$ cat src/rtl/generic_fifo_sc_x.sv
// Parametrised single-clock FIFO with optional first-word-fall-through read,
// live almost-full/almost-empty thresholds, exact occupancy and sticky error flags.
module generic_fifo_sc_x #(
    parameter int DW   = 8,
    parameter int AW   = 4,
    parameter int FWFT = 0
) (
    input  logic          clk,
    input  logic          rst,
    input  logic          clr,
    input  logic [DW-1:0] din,
    input  logic          we,
    input  logic          re,
    input  logic [AW:0]   af_th,
    input  logic [AW:0]   ae_th,
    output logic [DW-1:0] dout,
    output logic          full,
    output logic          empty,
    output logic          almost_full,
    output logic          almost_empty,
    output logic [AW:0]   cnt,
    output logic [1:0]    level,
    output logic          ovf,
    output logic          unf
);

    localparam logic [AW:0]   DEPTH_C   = {1'b1, {AW{1'b0}}};
    localparam logic [AW:0]   ZERO_C    = {(AW+1){1'b0}};
    localparam logic [AW:0]   ONE_C     = {{AW{1'b0}}, 1'b1};
    localparam logic [AW-1:0] PTR_ONE_C = {{(AW-1){1'b0}}, 1'b1};

    // Occupancy quadrant; bit AW of the count is only set when completely full.
    function automatic logic [1:0] quadrant(input logic [AW:0] c);
        if (c[AW]) begin
            return 2'b11;
        end else begin
            return c[AW-1:AW-2];
        end
    endfunction

    logic [DW-1:0] mem_r [2**AW];
    logic [AW-1:0] wp_r;
    logic [AW-1:0] rp_r;
    logic [AW:0]   cnt_r;
    logic [AW:0]   cnt_nxt_s;
    logic          ovf_r;
    logic          unf_r;
    logic          full_s;
    logic          empty_s;
    logic          wacc_s;
    logic          racc_s;

    assign full_s  = (cnt_r == DEPTH_C);
    assign empty_s = (cnt_r == ZERO_C);
    // clr wins over both requests in its cycle.
    assign wacc_s  = we & ~full_s  & ~clr;
    assign racc_s  = re & ~empty_s & ~clr;

    // Next occupancy from the accepted write/read pair.
    always_comb begin
        cnt_nxt_s = cnt_r;
        case ({wacc_s, racc_s})
            2'b10:   cnt_nxt_s = cnt_r + ONE_C;
            2'b01:   cnt_nxt_s = cnt_r - ONE_C;
            default: cnt_nxt_s = cnt_r;
        endcase
    end

    // Storage array; intentionally not reset.
    always_ff @(posedge clk) begin
        if (wacc_s) begin
            mem_r[wp_r] <= din;
        end
    end

    // Pointers, occupancy count and sticky error flags.
    always_ff @(posedge clk or negedge rst) begin
        if (!rst) begin
            wp_r  <= {AW{1'b0}};
            rp_r  <= {AW{1'b0}};
            cnt_r <= ZERO_C;
            ovf_r <= 1'b0;
            unf_r <= 1'b0;
        end else if (clr) begin
            wp_r  <= {AW{1'b0}};
            rp_r  <= {AW{1'b0}};
            cnt_r <= ZERO_C;
            ovf_r <= 1'b0;
            unf_r <= 1'b0;
        end else begin
            if (wacc_s) begin
                wp_r <= wp_r + PTR_ONE_C;
            end
            if (racc_s) begin
                rp_r <= rp_r + PTR_ONE_C;
            end
            cnt_r <= cnt_nxt_s;
            if (we && full_s) begin
                ovf_r <= 1'b1;
            end
            if (re && empty_s) begin
                unf_r <= 1'b1;
            end
        end
    end

    generate
        if (FWFT != 0) begin : g_fwft
            // Head of queue is presented directly; meaningless while empty.
            assign dout = mem_r[rp_r];
        end else begin : g_reg
            logic [DW-1:0] dout_r;

            // Registered read data, updated only on an accepted read.
            always_ff @(posedge clk or negedge rst) begin
                if (!rst) begin
                    dout_r <= {DW{1'b0}};
                end else if (clr) begin
                    dout_r <= {DW{1'b0}};
                end else if (racc_s) begin
                    dout_r <= mem_r[rp_r];
                end
            end

            assign dout = dout_r;
        end
    endgenerate

    assign cnt          = cnt_r;
    assign full         = full_s;
    assign empty        = empty_s;
    assign almost_full  = (cnt_r >= af_th);
    assign almost_empty = (cnt_r <= ae_th);
    assign level        = quadrant(cnt_r);
    assign ovf          = ovf_r;
    assign unf          = unf_r;

endmodule

$ cat config.mk
export PLATFORM = sky130hd
export DESIGN_NAME = generic_fifo_sc_x
export DESIGN_NICKNAME = d
export VERILOG_FILES = /design/src/rtl/generic_fifo_sc_x.sv
export SDC_FILE = /design/constraint.sdc
export NUM_CORES = 1
export LEC_CHECK = 0
export ABC_AREA = 1
export CORE_MARGIN = 5
export CORE_UTILIZATION = 61
export CTS_BUF_LIST = sky130_fd_sc_hd__clkbuf_4
export CTS_CLUSTER_DIAMETER = 50
export DETAILED_ROUTE_END_ITERATION = 10
export GPL_TIMING_DRIVEN = 0
export MAX_ROUTING_LAYER = met4
export PLACE_DENSITY = 0.82
export SYNTH_ARGS = -nofsm -noshare
export SYNTH_HDL_FRONTEND = slang
export SYNTH_SLANG_ARGS = --single-unit
export TNS_END_PERCENT = 5
$ cat constraint.sdc
create_clock -name clk -period 2.5 [get_ports clk]
set_clock_uncertainty 0.1 [all_clocks]
set_input_delay 0.625 -clock clk [delete_from_list [all_inputs] [get_ports clk]]
set_output_delay 0.625 -clock clk [all_outputs]
set_load 0.02 [all_outputs]
==> metrics <==
row count 38; final core occ 71.1%; Die ar. 13000 µm²; Synth warnings 0; Final ANT Viol Nets 0; CTS tree built; port bufs 42; Period Utilization, post-route 110%; # fillers 716; routed vias 4751; Tmin final 2.76 ns; Syn Std Cell Area 6610 µm²; compound-gate portion of the synthesized area 10.3%; global-route wire length before repair 24.8 mm; total design power 7.13 mW; critical path class in2out; WP data arrival 2.04 ns; Fmax 362 MHz; adder-cell share of the synthesized area 3.22%; CP Launch Type input port; Required @ worst endpoint 1.77 ns; Post-synth EDFFs 128; initial DRC count 545; actual slew at the worst max-slew pin 1.33 ns; Routed WL per cell 20.2 µm; Yosys cell types 35; Die W 114 µm; htree depth 4; largest family of logic cells by synthesized area simple AND/OR/NAND/NOR gates; Clock Sinks 151; sequential-to-total area share from yosys stat 66.9%; PwrDens 933 nW/µm²; Die Y 114 µm; cell internal pwr 4.41 mW; Antenna diodes 0; pin count of the biggest net entering global routing 24; Comb pwr share 37.2%; ys async rst share 15.2%; Sw Share 38.2%; Synth Area in XOR/XNOR 0.133%; initial antenna violation count 0; area post-placement 7210 µm²; final net count 681; setup TNS -0.433 ns; final WL 16.0 mm; Switch Pwr 2.72 mW; status complete, but fails checks; core area 10700 µm²; syn nets 610; Final Hold Fails 0; Worst Hold Class in2reg; clock buffer depth 2; Synth Flop Type edfxtp_1; via/cell ratio 6.00; crit path max fanout 1; Clock power frac 20.3%; Final Max Tran Viols 0; cell area after layout 7640 µm²; instance count of the mapped netlist 570; Synth Register Bits 151; Initial Util 61.5%; VDD IR max 0.000608 V; clock-pin slew on the worst setup and hold paths 0.12 ns; grt ovf 0; routability cong. 0.933; layout cells sized above 1 16.9%; number of global-route vias before repair 4604; Setup-failing EPs final 2; RSZ-0062 raised after global routing yes; sequential power share 42.5%; gr usage total 26.5%; Residual DRC 0; failing checks negative setup slack; simple-gate share of the synthesized area 14.8%; Syn-to-layout area delta 15.7%; Worst Reg-to-Reg Cells 4; setup ws final -0.262 ns; Critical Path End Type primary output; Slew HR 10.6%; TritonCTS Buffers 17; mux contribution to synthesized area 0%; hpwl dp 10.7 mm; Leak 2.87 nW; worst hold stages 2; Max Cap Viol 0; 1st-pass router iterations 6; IO Pins 44; Mean Syn Cell Area 11.6 µm²; Clock Latency Late Sink 0.56 ns; clk root buf clkbuf_4
==> cell type report <==
class	instances	area (µm²)	share of cell area [%]
clock buffers	18	135	1.77
repair buffers	52	470	6.16
clock inverters	12	131	1.72
multi-input cells	345	1990	26.1
plain buffers	26	126	1.65
inverters	48	183	2.39
well taps	140	175	2.29
flip-flops and latches	151	4430	57.9
==> what timing repair did <==
item,in CTS,in global routing
resized for setup,46,9
endpoints found under the setup margin,73,11
buffers inserted,7,2
pin swaps,6,7
cloned,0,0
hold buffers,0,0
==> final timing paths <==
kind	startpoint	end	slack [ns]
max reg2reg	wp_r[0]	mem_r[2][3]	0.10
min reg2reg	unf	unf	0.42
min in group asynchronous	rst	rp_r[2]	0.53
min	clr	unf	0.26
max in group asynchronous	rst	cnt[1]	1.07
max	af_th[1]	almost_full	-0.26
==> cell usage after synthesis, types with 3 or more instances <==
cell type,count,area share (%)
clkbuf_1,9,0.51
nand3_2,4,0.61
nand2_1,80,4.5
ha_1,17,3.2
nand2_4,3,0.51
nor2_4,3,0.51
inv_2,4,0.23
nand2_2,5,0.47
dfrtp_1,23,8.7
a221oi_1,3,0.40
nor2_1,49,2.8
inv_1,44,2.5
nor3_1,14,1.1
nand4_1,6,0.57
buf_2,14,1.1
o221ai_1,10,1.3
o22ai_1,8,0.76
o21ai_0,55,4.2
o21ai_1,12,0.91
nand3_1,37,2.8
a21oi_1,26,2.0
edfxtp_1,128,58
==> power by group through the flow <==
stage | registers [mW] | logic (mW) | clock network [mW]
2_1_floorplan | 3.16 | 1.39 | 0
3_3_place_gp | 3.07 | 2.38 | 0
3_5_place_dp | 3.08 | 2.48 | 0
4_1_cts | 3.02 | 2.54 | 1.44
5_1_grt | 3.05 | 2.87 | 1.57
6_report | 3.03 | 2.65 | 1.45
==> routing by layer <==
metal | global-route usage [%] | part of all wire, %
met1 | 33.8 | 37
met2 | 41.9 | 50
met3 | 6.29 | 10
met5 | - | 0
met4 | 9.82 | 2.2
==> metrics by stage <==
stage | instances | setup WS (ns) | hold WS [ns]
floorplan | 570 | 0.187 | 0.229
global placement | 752 | -0.658 | 0.377
detailed placement | 753 | -0.701 | 0.392
CTS | 790 | -0.250 | 0.224
global route | 792 | -0.423 | 0.230
finish | 792 | -0.262 | 0.262
==> cells in the final DEF, fill, tap and decap left out, types with 2 or more instances in the layout <==
master and n:
nand3_1 37, clkbuf_1 9, bufinv_16 2, nand2_4 3
nor3_1 5, nor2_4 4, clkinv_2 2, buf_2 17
nand2_1 79, edfxtp_1 128, a21oi_1 25, o21ai_1 13
nor2_1 49, clkdlybuf4s50_1 29, ha_4 4, buf_4 12
clkinv_4 3, o221ai_1 10, o21ai_0 54, dlygate4sd2_1 8
clkbuf_4 18, o22ai_1 8, dfrtp_1 18, inv_2 8
o21bai_1 2, dfrtp_2 5, clkinvlp_4 3, nand4_1 6
nand2_2 6, a221oi_1 3, inv_1 39, nand3_4 3
nor3_2 9, nand3_2 3, ha_1 13
==> sequential cells by signal, summed over array words and instances, names as in the netlist <==
register  cells
ovf           1
mem_r       128
unf           1
dout          8
wp_r          4
rp_r          4
cnt           5
==> critical path: stages <==
cell and delay, ns:
clkdlybuf4s50_1 0.45, inv_1 0.04, ha_1 0.28, a21oi_2 0.16, o21bai_1 0.09, a21oi_1 0.16
o21bai_1 0.09, buf_4 0.16
==> cells by family (layout without fill, tap and decap cells) <==
family	Yosys count	count (layout)
buf+inv	74	156
xor+xnor	1	1
fa+ha+maj	17	17
compound gates	120	120
flops	151	151
simple gates	207	207
(Power assumes the default switching activity.)
